==> src/rtl/processor_pkg.sv <==
// Shared processor definitions: register-file geometry and common word types.
package processor_pkg;

    localparam int REG_COUNT  = 16;
    localparam int REG_ADDR_W = 4;
    localparam int DATA_WIDTH = 16;

    typedef logic [REG_ADDR_W-1:0] reg_addr_t;
    typedef logic [REG_COUNT-1:0]  reg_onehot_t;
    typedef logic [DATA_WIDTH-1:0] word_t;

endpackage

==> src/rtl/onehot_check.sv <==
// One-hot qualifier for the register-file write-enable vector.
// Reports whether exactly one bit is set, whether no bit is set, and the
// encoded position of the set bit (only meaningful when valid_o is high).
module onehot_check
    import processor_pkg::*;
(
    input  reg_onehot_t vec_i,
    output logic        valid_o,
    output logic        none_o,
    output reg_addr_t   index_o
);

    logic [4:0] bitCount;

    // Count the set bits and remember the position of the last one seen
    always_comb begin
        bitCount = 5'd0;
        index_o  = '0;
        for (int i = 0; i < REG_COUNT; i++) begin
            if (vec_i[i]) begin
                bitCount = bitCount + 5'd1;
                index_o  = reg_addr_t'(i);
            end
        end
        valid_o = (bitCount == 5'd1);
        none_o  = (bitCount == 5'd0);
    end

endmodule

==> src/rtl/register_file_16.sv <==
// 16-entry register file with a one-hot write port and two registered read
// ports. Multi-hot write vectors are dropped and raise a sticky error flag.
// Optional feature macro: REGFILE_BYPASS_EN (write-first read/write collision);
// when undefined the register file is read-first.
module register_file_16 #(
    parameter int DATA_WIDTH = 16,
    parameter bit ZERO_REG   = 1'b1
) (
    input  logic                  clk,
    input  logic                  reset,
    input  logic [15:0]           write_onehot,
    input  logic [DATA_WIDTH-1:0] write_data,
    input  logic [3:0]            read_addr_a,
    input  logic [3:0]            read_addr_b,
    input  logic                  clear_err,
    output logic [DATA_WIDTH-1:0] read_data_a,
    output logic [DATA_WIDTH-1:0] read_data_b,
    output logic                  onehot_err
);

    import processor_pkg::*;

    logic [DATA_WIDTH-1:0] regs_q [REG_COUNT];
    logic [DATA_WIDTH-1:0] regs_d [REG_COUNT];
    logic [DATA_WIDTH-1:0] readA_q, readA_d;
    logic [DATA_WIDTH-1:0] readB_q, readB_d;
    logic                  err_q, err_d;

    logic      wrValid;
    logic      wrNone;
    reg_addr_t wrIndex;
    logic      wrEn;

    onehot_check u_onehot_check (
        .vec_i   (write_onehot),
        .valid_o (wrValid),
        .none_o  (wrNone),
        .index_o (wrIndex)
    );

    // A legal write lands unless it targets a hardwired-zero R0
    assign wrEn = wrValid && !(ZERO_REG && (wrIndex == '0));

    // Next-state storage: only a single-hot, non-discarded write updates a register
    always_comb begin
        regs_d = regs_q;
        if (wrEn) begin
            regs_d[wrIndex] = write_data;
        end
    end

    // Sticky error: a multi-hot vector sets it and beats a simultaneous clear
    always_comb begin
        err_d = err_q;
        if (!wrValid && !wrNone) begin
            err_d = 1'b1;
        end else if (clear_err) begin
            err_d = 1'b0;
        end
    end

    // Read-port next values; bypass reads the post-write array so a colliding
    // legal write is returned, while multi-hot writes never reach regs_d
    always_comb begin
`ifdef REGFILE_BYPASS_EN
        readA_d = regs_d[read_addr_a];
        readB_d = regs_d[read_addr_b];
`else
        readA_d = regs_q[read_addr_a];
        readB_d = regs_q[read_addr_b];
`endif
        if (ZERO_REG && (read_addr_a == '0)) begin
            readA_d = '0;
        end
        if (ZERO_REG && (read_addr_b == '0)) begin
            readB_d = '0;
        end
    end

    // State registers with asynchronous clear of storage, read ports and flag
    always_ff @(posedge clk or posedge reset) begin
        if (reset) begin
            for (int i = 0; i < REG_COUNT; i++) begin
                regs_q[i] <= '0;
            end
            readA_q <= '0;
            readB_q <= '0;
            err_q   <= 1'b0;
        end else begin
            regs_q  <= regs_d;
            readA_q <= readA_d;
            readB_q <= readB_d;
            err_q   <= err_d;
        end
    end

    assign read_data_a = readA_q;
    assign read_data_b = readB_q;
    assign onehot_err  = err_q;

endmodule
==> config.mk <==
export PLATFORM = sky130hd
export DESIGN_NAME = register_file_16
export DESIGN_NICKNAME = d
export VERILOG_FILES = /design/src/rtl/processor_pkg.sv /design/src/rtl/onehot_check.sv /design/src/rtl/register_file_16.sv
export SDC_FILE = /design/constraint.sdc
export NUM_CORES = 1
export LEC_CHECK = 0
export CORE_UTILIZATION = 47
export CTS_CLUSTER_DIAMETER = 40
export DETAILED_ROUTE_END_ITERATION = 6
export HOLD_SLACK_MARGIN = 0.15
export PLACE_DENSITY = 0.76
export SETUP_SLACK_MARGIN = 0.5
export SLEW_MARGIN = 0
export SYNTH_ARGS = -nofsm -noshare
export SYNTH_HDL_FRONTEND = slang
export SYNTH_SLANG_ARGS = --single-unit
==> constraint.sdc <==
create_clock -name clk -period 18.1 [get_ports clk]
set_clock_uncertainty 0.2 [all_clocks]
set_input_delay 3.62 -clock clk [delete_from_list [all_inputs] [get_ports clk]]
set_output_delay 3.62 -clock clk [all_outputs]
set_load 0.02 [all_outputs]
# Word level (Yosys, flattened, before mapping)
# Cells that the tools add are included.
[totals]
input_bits = 43
elab_cells = 97
reg_bits = 289
output_inout_bits = 33
[classes]
eq_ne = 1
n_addsub = 15
n_reduce_logical = 11
n_mux = 44
order_cmp = 4
n_bitwise = 3
[op_table]
columns = ["cell", "n"]
rows = [
  ["bitwise mux 256 bit", 1],
  ["binary-select mux 16 bit (select 4 bit)", 2],
  ["2-to-1 mux 16 bit", 7],
  ["2-to-1 mux 5 bit", 15],
  ["adder 5 x 1 -> 5 bit (second input constant)", 14],
  ["demux 16 bit (select 4 bit)", 1],
  ["2-to-1 mux 4 bit", 8],
  ["greater-or-equal comparator 5 bit (second input constant)", 3],
  ["inverter 4 -> 5 bit", 3],
  ["logical NOT 4 bit", 3],
  ["2-to-1 mux 3 bit", 4],
  ["== test 5 x 1 -> 1 bit (second input constant)", 1],
  ["logical NOT 5 bit", 1],
  ["less-than comparator 5 x 1 -> 1 bit (second input constant)", 1],
  ["2-to-1 mux 1 bit", 4],
  ["2-to-1 mux 2 bit", 2],
  ["logical AND 1 bit", 3],
  ["logical NOT 1 bit", 3],
  ["adder 1 x 1 -> 2 bit (second input constant)", 1],
  ["nonzero test 2 bit", 1],
]

# Logic depth before layout (Yosys ltp)
[depth]
ltp_word = 35
mapped_depth = 56
depth_no_buf = 53

# Hierarchy
# A second synthesis with hierarchy kept.
[hier_totals]
cells_unflattened = 1168
hier_area_um2 = 15837.7
[modules_own_cells]
columns = ["mod", "cells_each", "seq_area_each_um2", "n_inst", "area_per_inst_um2"]
rows = [
  ["register_file_16", 933, 6881.6, 1, 14154.8],
  ["onehot_check", 235, 0.0, 1, 1682.9],
]

# Worst setup path after synthesis
# OpenSTA, ideal clock, no wires.
[synth_timing]
path_kind = "input -> register"
startpoint = "input port write_onehot[0]"
endpoint = "register regs_q[112] (netlist bit)"
required_time_ns = 17.775
path_stages = 56
n_path_buf = 3
setup_ns = 0.125
setup_slack_ns = 4.600
t_arrival_ns = 13.175
path_cell_list = "inv_1 -> ha_1 -> xnor2_2 -> inv_1 -> ha_1 -> nand2b_1 -> o21ai_0 -> inv_1 -> ha_1 -> nand2_1 -> o21ai_0 -> ha_1 -> nand2_1 -> o21ai_0 -> or2_2 -> ha_1 -> and2_1 -> a21o_1 -> (+20 left out) -> ha_1 -> o22a_1 -> o31ai_1 -> inv_1 -> ha_1 -> nand2_1 -> o21ai_0 -> ha_1 -> or2_1 -> a21oi_1 -> o21ai_1 -> nor4_2 -> nand2_2 -> buf_6 -> or4_1 -> buf_2 -> buf_6 -> mux2_4"
[synth_between]
elab_chain_cells = 33
[synth_lines]
columns = ["item", "line", "source"]
rows = [
  ["start: declaration", "register_file_16.sv:11", "input logic [15:0] write_onehot,"],
  ["2-to-1 mux 1 bit *", "onehot_check.sv:20", "if (vec_i[i]) begin"],
  ["adder 1 x 1 -> 2 bit", "onehot_check.sv:21", "bitCount = bitCount + 5'd1;"],
  ["2-to-1 mux 5 bit *", "onehot_check.sv:20", ""],
  ["adder 5 x 1 -> 5 bit", "onehot_check.sv:21", ""],
  ["2-to-1 mux 5 bit *", "onehot_check.sv:20", ""],
  ["adder 5 x 1 -> 5 bit", "onehot_check.sv:21", ""],
  ["2-to-1 mux 5 bit *", "onehot_check.sv:20", ""],
  ["adder 5 x 1 -> 5 bit", "onehot_check.sv:21", ""],
  ["(+17 left out)", "n/a", ""],
  ["adder 5 x 1 -> 5 bit", "onehot_check.sv:21", ""],
  ["2-to-1 mux 5 bit *", "onehot_check.sv:20", ""],
  ["adder 5 x 1 -> 5 bit", "onehot_check.sv:21", ""],
  ["2-to-1 mux 5 bit *", "onehot_check.sv:20", ""],
  ["adder 5 x 1 -> 5 bit", "onehot_check.sv:21", ""],
  ["2-to-1 mux 5 bit *", "onehot_check.sv:20", ""],
  ["== test 5 x 1 -> 1 bit *", "onehot_check.sv:25", "valid_o = (bitCount == 5'd1);"],
  ["logical AND 1 bit *", "register_file_16.sv:42", "assign wrEn = wrValid && !(ZERO_REG && (wrIndex == '0));"],
  ["end signal: assignment", "register_file_16.sv:90", "regs_q <= regs_d;"],
  ["end: declaration", "register_file_16.sv:23", "logic [DATA_WIDTH-1:0] regs_q [REG_COUNT];"],
]
# Every way passes the cells marked *; elsewhere a longest branch is shown, timed or not.
# A chain may end at the register's enable or synchronous reset.

# Final worst setup path
[layout_timing]
startpoint = "input port write_onehot[0]"
endpoint = "register regs_q[115] (netlist bit)"
# The elaborated chain is that of the path after synthesis.

==> impl_results.md <==
- Status: complete, no violations
- Setup Buffers After CTS: 0
- Grt ovf: 0
- Initial antenna violation count: 1
- Nets: 1173
- Slack of the worst reg-to-reg path: 16.19 ns
- Hold buffer count at cts: 0
- Root Driver: clkbuf_16
- Count of cell types in the netlist: 66
- First-pass GRT wire length: 58800 um
- CP max stage cell: or4_1
- TNS Setup: 0 ns
- HP Class: reg2reg
- Clk pin slew, worst setup/hold paths: 0.05 ns
- CTS buffer count: 35
- Slew HR: 21.1%
- Tmin final: 15.10 ns
- Most used flip-flop cell after synthesis: dfrtp_1
- Pre-antenna DRT Iters: 4
- Post-synth EDFFs: 0
- FILL cells: 2633
- Tot GR Track Use: 21.6%
- Clock sinks: 289
- DRT antenna net count: 0
- Power per cell area: 118 nW/um^2
- Count of pins over their slew limit: 0
- Vias post-DR: 9619
- DR iter-0 viols: 710
- Final Hold Viols: 0
- Part of the Yosys area used for sequential elements: 44.6%
- Clk_lat worst skew: 0.50 ns
- Post-DP HPWL: 21400 um
- Initial Util: 48.1%
- Critical path capture point type: flip-flop
- Core Area: 33800 um^2
- Crit-path max FO: 16
- Post-DP Area: 17300 um^2
- Post-synthesis async set-or-reset flop share: 100%
- Unrepaired setup endpoints after global routing: no
- H-tree Lvls: 2
- Fmax: 66.2 MHz
- Final setup violation count: 0
- WS Path Type: in2reg
- Port bufs: 75
- Die Y: 188 um
- Final instance area: 18500 um^2
- Synthesis warning total: 0
- Post-cts sizing count: 0
- Max Cap Violations: 0
- Pin count of the biggest net entering global routing: 182
- Flop and latch count out of synthesis: 289
- Post-Syn Nets: 1140
- Tightest Pin Transition: 1.18 ns
- Layout area overhead: 14.2%
- Slowest cell delay on critical path: 1.13 ns
- CP Launch Type: input pin
- DIE AREA: 35300 um^2
- DRC Markers: 0
- GP Congestion: 0.865
- Final worst-path cycle share: 83.4%
- Crit-path most repeated cell: ha_1
- Arrival time of the worst setup path: 15.27 ns
- CP required: 18.27 ns
- Ports: 76
- Final wirelength: 36600 um
- VDD IR-drop max: 71.6 uV
- WL per Instance: 23.1 um
- Avg Vias per Cell: 6.05
- Mapped Cells: 1082
- Post-Synthesis Cell Area: 16200 um^2
- Lkg Pwr: 8.25 nW
- Vias in the first global route: 10200
- Worst-case clock buffer depth: 3
- Syn Area/Cell: 15.0 um^2
- FP Rows: 67
- TritonCTS clock tree: done
- DIE WIDTH: 188 um
- Layout cell share with drive strength beyond 1: 45.7%
[per-stage QoR]
step / utilization [%] / instances / total power [mW] / setup WS (ns) / hold slack [ns]
6_report: 54.9 / 1589 / 2.18 / 3.00 / 0.191
5_1_grt: 54.9 / 1588 / 2.29 / 2.32 / 0.211
4_1_cts: 54.9 / 1588 / 2.20 / 3.04 / 0.195
3_5_place_dp: 51.3 / 1526 / 1.48 / 2.54 / 0.182
3_3_place_gp: 51.3 / 1526 / 1.45 / 3.03 / 0.176
2_1_floorplan: - / 1082 / 1.32 / 4.60 / 0.241
[cell families after synthesis]
kind of cell | count (synthesis) | share of synthesized area (%)
buf+inv | 119 | 2.99
compound gates | 57 | 2.38
flops | 289 | 44.6
simple gates | 149 | 5.90
fa+ha+maj | 15 | 1.16
xor+xnor | 50 | 3.75
mux | 403 | 39.3
[power by group]
| part | switching [mW] | leakage (nW) | internal [mW] | total (mW) |
|---|---|---|---|---|
| Sequential | 0.0663 | 3.97 | 0.749 | 0.816 |
| Combinational | 0.306 | 3.69 | 0.346 | 0.652 |
| Clock | 0.268 | 0.591 | 0.444 | 0.712 |
[cell type report]
class | count | area, um^2 | share of cell area, %
Multi-Input combinational cell | 674 | 8540 | 46.1
Sequential cell | 289 | 7230 | 39.0
Clock buffer | 43 | 978 | 5.28
Timing Repair Buffer | 100 | 936 | 5.05
Tap cell | 448 | 561 | 3.02
Clock inverter | 19 | 219 | 1.18
Inverter | 15 | 63.8 | 0.344
Antenna cell | 1 | 2.50 | 0.0135
[per-layer routing]
metal | GRT usage [%] | wire [um]
met1 | 29.1 | 15600
met2 | 36.3 | 18500
met3 | 4.04 | 1850
met4 | 5.57 | 688
met5 | 0 | 0
[critical path, delay by kind of cell]
family	cells	cell delay [ns]
fa+ha+maj	14	4.15
mux	1	0.49
xor+xnor	1	0.24
compound gates	13	1.74
simple gates	20	4.20
buf+inv	5	0.82
[synthesized netlist by cell type, drive strengths merged, types with 2 or more instances]
cell,n,area [um^2]
o31ai,4,30.0
xnor3,4,92.6
nor3,6,35.0
nand4,4,25.0
dfrtp,289,7230
nor2,22,82.6
xor3,3,71.3
a31oi,2,12.5
nand3,7,40.0
a21boi,2,18.8
nand4b,2,17.5
o21ai,20,100
clkbuf,68,255
or2,6,37.5
nor4,13,214
and2,5,31.3
a32oi,3,26.3
nand2b,3,18.8
a21o,3,22.5
mux2,241,2750
mux2i,2,20.0
inv,15,56.3
xnor2,28,287
a21oi,11,55.1
buf,36,174
mux4,160,3600
or4,3,22.5
nor4b,2,32.5
ha,15,188
nor2b,37,231
nand2,35,134
xor2,15,158
[cells in the final DEF, fill, tap and decap left out, types with 4 or more instances in the layout]
cell type          n
a21oi_1           11
o21ai_0           18
xnor2_1           24
nor4_4             9
mux2_4            10
mux2_2           230
clkdlybuf4s50_1   71
or2_2              5
clkbuf_16         37
nor3_1             5
clkinv_2           8
nand2_1           34
dfrtp_1          289
nand4_1            4
inv_1             14
bufinv_16          4
buf_4             26
nor2_1            22
o31ai_1            4
ha_1              15
nor2b_1           37
and2_1             5
mux4_2           160
nand3_1            6
xor2_1            13
[registers in the layout, indices dropped and copies added (netlist names)]
register     flops
regs_q         256
read_data_a     16
read_data_b     16
onehot_err       1
[final timing paths]
check                                  end             from  depth (start not counted)
min reg2reg                    regs_q[248]      regs_q[248]                          0
max                            regs_q[115]  write_onehot[0]                         54
min                            regs_q[248]      regs_q[248]                          0
min in group asynchronous      regs_q[251]            reset                          2
max in group asynchronous       regs_q[47]            reset                          3
max reg2reg                read_data_a[14]       regs_q[14]                          3
Note: power is estimated with default switching activity, not from simulation.
